File: src/rtl/id_stage_if.sv
// Bundle between fetch/WB (master) and the decode stage (slave).
// Master drives fetched instruction, stall and WB writes; slave returns decode results and redirect.
interface id_stage_if #(
  parameter int unsigned DATA_W = 32
);
  localparam int unsigned INSTR_W = 32;
  localparam int unsigned ADDR_W  = 5;

  logic [INSTR_W-1:0] if_instr;
  logic [INSTR_W-1:0] if_pcplus4;
  logic               stall;
  logic               wb_we;
  logic [ADDR_W-1:0]  wb_addr;
  logic [DATA_W-1:0]  wb_data;

  logic               id_valid;
  logic [DATA_W-1:0]  rs_data;
  logic [DATA_W-1:0]  rt_data;
  logic [INSTR_W-1:0] imm_ext;
  logic [ADDR_W-1:0]  rs;
  logic [ADDR_W-1:0]  rt;
  logic [ADDR_W-1:0]  rd;
  logic [5:0]         funct;
  logic               reg_write;
  logic               mem_to_reg;
  logic               mem_write;
  logic               alu_src;
  logic               reg_dst;
  logic [INSTR_W-1:0] targ_addr;
  logic               pc_sel;

  modport master (
    output if_instr, if_pcplus4, stall, wb_we, wb_addr, wb_data,
    input  id_valid, rs_data, rt_data, imm_ext, rs, rt, rd, funct,
           reg_write, mem_to_reg, mem_write, alu_src, reg_dst, targ_addr, pc_sel
  );

  modport slave (
    input  if_instr, if_pcplus4, stall, wb_we, wb_addr, wb_data,
    output id_valid, rs_data, rt_data, imm_ext, rs, rt, rd, funct,
           reg_write, mem_to_reg, mem_write, alu_src, reg_dst, targ_addr, pc_sel
  );
endinterface

File: src/rtl/id_stage.sv
// Decode stage: IF/ID register, 32-entry register file with write-first bypass,
// opcode decode, and beq/bne/j resolution with redirect back to the fetch PC mux.
module id_stage #(
  parameter int unsigned DATA_W    = 32,
  parameter logic [31:0] NOP_INSTR = 32'h0000_0000
) (
  input logic       clk,
  input logic       rst,
  id_stage_if.slave bus
);
  localparam int unsigned INSTR_W = 32;
  localparam int unsigned ADDR_W  = 5;
  localparam int unsigned REG_N   = 32;

  localparam logic [5:0] OP_RTYPE = 6'h00;
  localparam logic [5:0] OP_J     = 6'h02;
  localparam logic [5:0] OP_BEQ   = 6'h04;
  localparam logic [5:0] OP_BNE   = 6'h05;
  localparam logic [5:0] OP_ADDI  = 6'h08;
  localparam logic [5:0] OP_LW    = 6'h23;
  localparam logic [5:0] OP_SW    = 6'h2B;

  logic [INSTR_W-1:0] instr_q;
  logic [INSTR_W-1:0] pcplus4_q;
  logic               valid_q;
  logic [DATA_W-1:0]  regs [REG_N];

  logic [5:0]         opcode;
  logic [ADDR_W-1:0]  rs_a;
  logic [ADDR_W-1:0]  rt_a;
  logic [DATA_W-1:0]  rs_val;
  logic [DATA_W-1:0]  rt_val;
  logic [INSTR_W-1:0] imm;
  logic               is_r;
  logic               is_addi;
  logic               is_lw;
  logic               is_sw;
  logic               is_beq;
  logic               is_bne;
  logic               is_j;
  logic               operands_eq;
  logic               redirect;

  // IF/ID pipeline register: stall holds, redirect flushes to a bubble
  always_ff @(posedge clk or posedge rst) begin
    if (rst) begin
      instr_q   <= NOP_INSTR;
      pcplus4_q <= '0;
      valid_q   <= 1'b0;
    end else if (!bus.stall) begin
      if (redirect) begin
        instr_q   <= NOP_INSTR;
        pcplus4_q <= '0;
        valid_q   <= 1'b0;
      end else begin
        instr_q   <= bus.if_instr;
        pcplus4_q <= bus.if_pcplus4;
        valid_q   <= 1'b1;
      end
    end
  end

  // Register file; r0 is never written
  always_ff @(posedge clk or posedge rst) begin
    if (rst) begin
      for (int unsigned i = 0; i < REG_N; i++) begin
        regs[i] <= '0;
      end
    end else if (bus.wb_we && (bus.wb_addr != '0)) begin
      regs[bus.wb_addr] <= bus.wb_data;
    end
  end

  assign opcode = instr_q[31:26];
  assign rs_a   = instr_q[25:21];
  assign rt_a   = instr_q[20:16];
  assign imm    = {{16{instr_q[15]}}, instr_q[15:0]};

  // Read ports with write-first bypass from WB
  always_comb begin
    rs_val = regs[rs_a];
    if (rs_a == '0) begin
      rs_val = '0;
    end else if (bus.wb_we && (bus.wb_addr == rs_a)) begin
      rs_val = bus.wb_data;
    end
  end

  always_comb begin
    rt_val = regs[rt_a];
    if (rt_a == '0) begin
      rt_val = '0;
    end else if (bus.wb_we && (bus.wb_addr == rt_a)) begin
      rt_val = bus.wb_data;
    end
  end

  // Opcode decode; a bubble decodes to nothing
  always_comb begin
    is_r    = 1'b0;
    is_addi = 1'b0;
    is_lw   = 1'b0;
    is_sw   = 1'b0;
    is_beq  = 1'b0;
    is_bne  = 1'b0;
    is_j    = 1'b0;
    if (valid_q) begin
      case (opcode)
        OP_RTYPE: is_r    = 1'b1;
        OP_ADDI:  is_addi = 1'b1;
        OP_LW:    is_lw   = 1'b1;
        OP_SW:    is_sw   = 1'b1;
        OP_BEQ:   is_beq  = 1'b1;
        OP_BNE:   is_bne  = 1'b1;
        OP_J:     is_j    = 1'b1;
        default:  ;
      endcase
    end
  end

  assign operands_eq = (rs_val == rt_val);
  assign redirect    = !bus.stall &&
                       (is_j || (is_beq && operands_eq) || (is_bne && !operands_eq));

  assign bus.id_valid   = valid_q;
  assign bus.rs_data    = rs_val;
  assign bus.rt_data    = rt_val;
  assign bus.imm_ext    = imm;
  assign bus.rs         = rs_a;
  assign bus.rt         = rt_a;
  assign bus.rd         = instr_q[15:11];
  assign bus.funct      = instr_q[5:0];
  assign bus.reg_write  = is_r | is_addi | is_lw;
  assign bus.mem_to_reg = is_lw;
  assign bus.mem_write  = is_sw;
  assign bus.alu_src    = is_addi | is_lw | is_sw;
  assign bus.reg_dst    = is_r;
  assign bus.pc_sel     = redirect;

  // Jump keeps the upper PC nibble; branches are PC-relative word offsets
  assign bus.targ_addr = is_j ? {pcplus4_q[31:28], instr_q[25:0], 2'b00}
                              : pcplus4_q + {imm[29:0], 2'b00};

endmodule

File: src/flat_wrapper.sv
// flat-port wrapper written by rule: the top's interface ports become plain ports
module id_stage_flat 
#(
  parameter int unsigned DATA_W    = 32,
  parameter logic [31:0] NOP_INSTR = 32'h0000_0000
)
  (clk, rst, bus_if_instr, bus_if_pcplus4, bus_stall, bus_wb_we, bus_wb_addr, bus_wb_data, bus_id_valid, bus_rs_data, bus_rt_data, bus_imm_ext, bus_rs, bus_rt, bus_rd, bus_funct, bus_reg_write, bus_mem_to_reg, bus_mem_write, bus_alu_src, bus_reg_dst, bus_targ_addr, bus_pc_sel);
  id_stage_if #(.DATA_W(DATA_W)) bus_i ();
  input logic clk;
  input logic rst;
  input wire logic [$bits(bus_i.if_instr)-1:0] bus_if_instr;
  input wire logic [$bits(bus_i.if_pcplus4)-1:0] bus_if_pcplus4;
  input wire logic [$bits(bus_i.stall)-1:0] bus_stall;
  input wire logic [$bits(bus_i.wb_we)-1:0] bus_wb_we;
  input wire logic [$bits(bus_i.wb_addr)-1:0] bus_wb_addr;
  input wire logic [$bits(bus_i.wb_data)-1:0] bus_wb_data;
  output wire logic [$bits(bus_i.id_valid)-1:0] bus_id_valid;
  output wire logic [$bits(bus_i.rs_data)-1:0] bus_rs_data;
  output wire logic [$bits(bus_i.rt_data)-1:0] bus_rt_data;
  output wire logic [$bits(bus_i.imm_ext)-1:0] bus_imm_ext;
  output wire logic [$bits(bus_i.rs)-1:0] bus_rs;
  output wire logic [$bits(bus_i.rt)-1:0] bus_rt;
  output wire logic [$bits(bus_i.rd)-1:0] bus_rd;
  output wire logic [$bits(bus_i.funct)-1:0] bus_funct;
  output wire logic [$bits(bus_i.reg_write)-1:0] bus_reg_write;
  output wire logic [$bits(bus_i.mem_to_reg)-1:0] bus_mem_to_reg;
  output wire logic [$bits(bus_i.mem_write)-1:0] bus_mem_write;
  output wire logic [$bits(bus_i.alu_src)-1:0] bus_alu_src;
  output wire logic [$bits(bus_i.reg_dst)-1:0] bus_reg_dst;
  output wire logic [$bits(bus_i.targ_addr)-1:0] bus_targ_addr;
  output wire logic [$bits(bus_i.pc_sel)-1:0] bus_pc_sel;
  assign bus_i.if_instr = bus_if_instr;
  assign bus_i.if_pcplus4 = bus_if_pcplus4;
  assign bus_i.stall = bus_stall;
  assign bus_i.wb_we = bus_wb_we;
  assign bus_i.wb_addr = bus_wb_addr;
  assign bus_i.wb_data = bus_wb_data;
  assign bus_id_valid = bus_i.id_valid;
  assign bus_rs_data = bus_i.rs_data;
  assign bus_rt_data = bus_i.rt_data;
  assign bus_imm_ext = bus_i.imm_ext;
  assign bus_rs = bus_i.rs;
  assign bus_rt = bus_i.rt;
  assign bus_rd = bus_i.rd;
  assign bus_funct = bus_i.funct;
  assign bus_reg_write = bus_i.reg_write;
  assign bus_mem_to_reg = bus_i.mem_to_reg;
  assign bus_mem_write = bus_i.mem_write;
  assign bus_alu_src = bus_i.alu_src;
  assign bus_reg_dst = bus_i.reg_dst;
  assign bus_targ_addr = bus_i.targ_addr;
  assign bus_pc_sel = bus_i.pc_sel;
  id_stage #(.DATA_W(DATA_W), .NOP_INSTR(NOP_INSTR)) u_core (.clk(clk), .rst(rst), .bus(bus_i));
endmodule
File: config.mk
export PLATFORM = sky130hd
export DESIGN_NAME = id_stage_flat
export DESIGN_NICKNAME = d
export VERILOG_FILES = /design/src/rtl/id_stage_if.sv /design/src/rtl/id_stage.sv /design/src/flat_wrapper.sv
export SDC_FILE = /design/constraint.sdc
export NUM_CORES = 2
export LEC_CHECK = 0
export BUFFER_PORTS_ARGS = -buffer_cell sky130_fd_sc_hd__buf_4
export CAP_MARGIN = 20
export CORE_MARGIN = 3
export CORE_UTILIZATION = 50
export DETAILED_ROUTE_END_ITERATION = 10
export PLACE_DENSITY_LB_ADDON = 0.05
export SLEW_MARGIN = 25
export SYNTH_ARGS = -nofsm -noshare
export SYNTH_HDL_FRONTEND = slang
export SYNTH_SLANG_ARGS = --single-unit
export TNS_END_PERCENT = 30
File: constraint.sdc
create_clock -name clk -period 59.5 [get_ports clk]
set_input_delay 2.975 -clock clk [delete_from_list [all_inputs] [get_ports clk]]
set_output_delay 2.975 -clock clk [all_outputs]
set_load 0.01 [all_outputs]
==> run_results.csv <==
group,metric,value,unit
status,outcome,"completed",
clock_network,htreeDepth,3,
yosys,syn-cell-area,60760,um^2
detailed_routing,first_iter_violations,4295,
finish,drive_gt1_frac,0.5033,
clock_network,clock-sinks,1089,
finish,n_fill_cell,9923,
clock_network,cts.clk_slew.worst_paths,0.06,ns
global_route,grt_max_degree,163,
sta,clock.fmax,92.28,MHz
setup_path,cp.arrival,7.86,ns
clock_network,cts_inserted_buffers,120,
global_route,grt-ovfl-total,0,
sta,hold_viol,0,
setup_path,reg2regPathDepth,14,
detailed_routing,drc,0,
power_and_ir_drop,p_leak,29.23,nW
yosys,ys_warn_count,0,
yosys,synth_edf_count,0,
detailed_routing,drtAntennaViolNets,0,
sta,clock_skew,0.04116,ns
yosys,synth-seq-cells,1089,
power_and_ir_drop,combinationalPowerShare,0.292,
floorplan,fp.dieH,354.6,um
yosys,syn-num-nets,4428,
power_and_ir_drop,p_sw,0.0007892,W
power_and_ir_drop,p_clk_frac,0.314,
global_route,gr-usage-met1,0.4774,
floorplan,pin_count,261,
placed_design,hpwlAfterDp,128.8,mm
placed_design,place_congestion,0.9321,
yosys,yosysSeqAreaShare,0.4485,
sta,setup_violations,0,
clock_network,clk_latency,0.75,ns
sta,tns,0,ns
run,maxCapViolCount,0,
floorplan,coreArea,120300,um^2
finish,layout.area.seq,27280,um^2
setup_path,cp_slowest_cell,"or2_2",
setup_path,critPathMaxStageDelay,0.81,ns
setup_path,path_cells,"buf_4 > xnor2_1 > nand4_1 > or2_2 > nor2_1 > a22o_1 > xnor2_1 > nand3_1 > or4_1 > nor4_2 > mux2_4 > nand2b_1 > buf_4",
power_and_ir_drop,vdd_drop_max,0.02997,mV
global_route,grt_pass1_wl,304.2,mm
finish,multi_input_area,31300,um^2
setup_path,path_depth,13,
hold_path,hold_path_class,"reg -> reg",
yosys,synth_top_family_by_area,"multiplexers",
setup_path,reg2reg_slack,51.81,ns
yosys,synth_cells,4293,
floorplan,die-area,125700,um^2
global_route,grt_pass1_vias,40010,
yosys,synthAdderAreaFrac,0.006301,
clock_network,post_cts_resized,0,
setup_path,cp_top_family,"simple AND/OR/NAND/NOR gates",
global_route,track_usage,0.3365,
finish,area_growth,11.28,%
power_and_ir_drop,switching_share,0.3136,
global_route,grt_use_met3,0.09038,
power_and_ir_drop,p_per_area,37.23,nW/um^2
setup_path,crit_buf_inv,2,
detailed_routing,post_drt_wl_per_cell,35.40,um
sta,relSlewSlack,0.2217,
yosys,ys_top_cells_by_area,"dfrtp_1 45%, mux4_2 19%, mux2_2 19%",
setup_path,worstSetupPathType,"in -> out",
yosys,synth-xor-area-share,0.009081,
yosys,synth_top_flop_cell,"dfrtp_1",
power_and_ir_drop,power_frac_seq,0.393,
sta,period_needed,10.84,ns
setup_path,crit_fanout,44,
detailed_routing,vias,40320,
setup_path,cp.required,56.53,ns
sta,post-route-period-util,0.1821,
global_route,busiest_layer,"met2",
clock_network,clockBufferDepth,3,
yosys,netlist-cell-type-count,74,
yosys,synthMuxAreaShare,0.4081,
sta,timing.hold.ws,0.3988,ns
yosys,synth_top_cell_area_share,0.4485,
global_route,use_met2,0.4931,
yosys,synthArstFlopShare,1.000,
detailed_routing,wirelength,211.9,mm
sta,worst_pin_slew,1.165,ns
detailed_routing,via_per_inst,6.736,
yosys,syn_area_per_cell,14.15,um^2
floorplan,rows,127,
floorplan,dieWidth,354.6,um
finish,layout.nets,4405,
clock_network,cts_setup_buffers,0,
clock_network,clock_tree.root_cell,"clkbuf_16",
setup_path,worstSetupStartpointType,"input pin",
clock_network,postCtsHoldBufs,0,
clock_network,cts_tree,"done",
setup_path,critPathCaptureType,"output port",
sta,rsz0062_at_grt,"no",
yosys,synth_compound_area_frac,0.04090,
hold_path,min_path_cells,0,
yosys,yosys.area_share.simple,0.04652,
power_and_ir_drop,p_int,0.001728,W
floorplan,start_util,0.5051,
detailed_routing,dr.pass1.iters,7,
placed_design,port_buffers,260,
yosys,synth_largest_area_cell,"dfrtp_1",
global_route,antenna_found_initial,6,
sta,finalMaxSlewViolations,0,
[worst paths after layout]
kind                                                     start                        endpoint
min in group asynchronous                                  rst    u_core.regs[487]$_DFFE_PP0P_
worst max register to register  u_core.instr_q[21]$_DFFE_PP0N_  u_core.instr_q[25]$_DFFE_PP0N_
worst min-delay path             u_core.regs[1019]$_DFFE_PP0P_   u_core.regs[1019]$_DFFE_PP0P_
max in group asynchronous                                  rst    u_core.regs[208]$_DFFE_PP0P_
worst max-delay path                            bus_wb_addr[4]                      bus_pc_sel
worst min register to register   u_core.regs[1019]$_DFFE_PP0P_   u_core.regs[1019]$_DFFE_PP0P_
[registers in the layout, indices dropped and copies added (netlist names)]
register	flops
u_core.regs	1024
u_core.instr_q	32
u_core.pcplus4_q	32
u_core.bus.id_valid	1
[cell families after synthesis]
| family | count (synthesis) |
|---|---|
| adders and majority gates | 30 |
| DFF | 1089 |
| muxes | 1701 |
| and+or+nand+nor | 514 |
| xor gates and xnor gates | 63 |
| buffers and inverters | 517 |
| AOI/OAI and AO/OA | 379 |
[synthesized netlist by cell type (all sizes together) (4+ instances only)]
cell        n
xnor2      37
nor3       46
or2         7
a22oi      38
a221o       4
a2111oi    11
mux2i     156
o221ai      8
a221oi      5
nand4       7
and3       12
nand3b      7
o21ai      72
a311o       5
o21bai      4
nor4       10
xor2       26
ha         29
o211ai      5
nand3      27
mux4      518
nand2b     15
a21oi      82
nand2     125
or3b        5
o31ai       7
inv        13
a31oi       8
nor3b      68
or3         9
buf       240
clkbuf    261
nor2b      25
dfrtp    1089
o21a        9
o2111ai     4
a22o        5
o22ai      53
mux2     1027
and2       17
nor2      126
a311oi      5
a211oi     23
a21o       11
[routing by layer]
| metal | wire length (um) | part of all wire | vias to the layer above |
|---|---|---|---|
| met5 | 13 | 0.000061 | - |
| met4 | 9520 | 0.045 | 2 |
| met3 | 19920 | 0.094 | 400 |
| met2 | 93310 | 0.44 | 1789 |
| met1 | 89160 | 0.42 | 21820 |
| li1 | - | - | 16310 |
[final cells by class]
class / instances / share of cell area
diodes: 5 / 0.0001851
flip-flops and latches: 1089 / 0.4035
repair buffers: 356 / 0.04099
multi-input cells: 2687 / 0.4629
clock buffers: 181 / 0.05291
inverters: 16 / 0.001055
well taps: 1612 / 0.02983
clock inverters: 40 / 0.008623
[power by group through the flow]
stage / Clock (W) / Combinational (W) / Sequential (W)
final: 0.000791 / 0.000736 / 0.000990
after global routing: 0.000835 / 0.000775 / 0.00101
after CTS: 0.000804 / 0.000732 / 0.000986
after detailed placement: 0 / 0.000729 / 0.000998
after global placement: 0 / 0.000724 / 0.000993
after floorplan: 0 / 0.000514 / 0.000958
[through the flow]
step	instance area, um^2	util	power (W)	setup slack (ns)	std cells
after floorplan	60760	-	0.001471	25.87	4293
after global placement	63380	0.5269	0.001717	48.98	5759
after detailed placement	63440	0.5274	0.001728	48.77	5760
after CTS	67600	0.5619	0.002522	48.72	5981
after global routing	67610	0.5620	0.002617	48.32	5983
final	67610	0.5621	0.002517	48.66	5986
[layout by cell type, fill, tap and decap left out, types with 17 or more instances in the layout]
master,instances
dfrtp_1,1080
mux2_2,1026
mux4_2,518
buf_4,348
mux2i_1,156
clkbuf_16,124
nand2_1,110
nor2_1,109
a21oi_1,82
o21ai_0,68
o22ai_1,53
nor3_1,45
nor3b_2,39
a22oi_1,38
xnor2_1,37
clkbuf_1,31
nor3b_1,29
ha_1,29
nand3_1,26
xor2_1,26
clkbuf_8,26
nor2b_1,25
a211oi_1,23
clkinv_2,19
and2_1,17
[worst reg2reg max path, cell delays in order, from the launching register on]
cell and delay (ns):
dfrtp_4 0.84, buf_12 0.51, buf_12 0.89, xnor2_1 0.24, nand4_1 0.45, or2_2 0.81, nor2_1 0.59, a22o_1 0.29
xnor2_1 0.15, nand3_1 0.09, or4_1 0.55, nor4_2 0.71, mux2_4 0.59, buf_4 0.62, nor3b_2 0.18
Power figures use the tool's default switching activity.
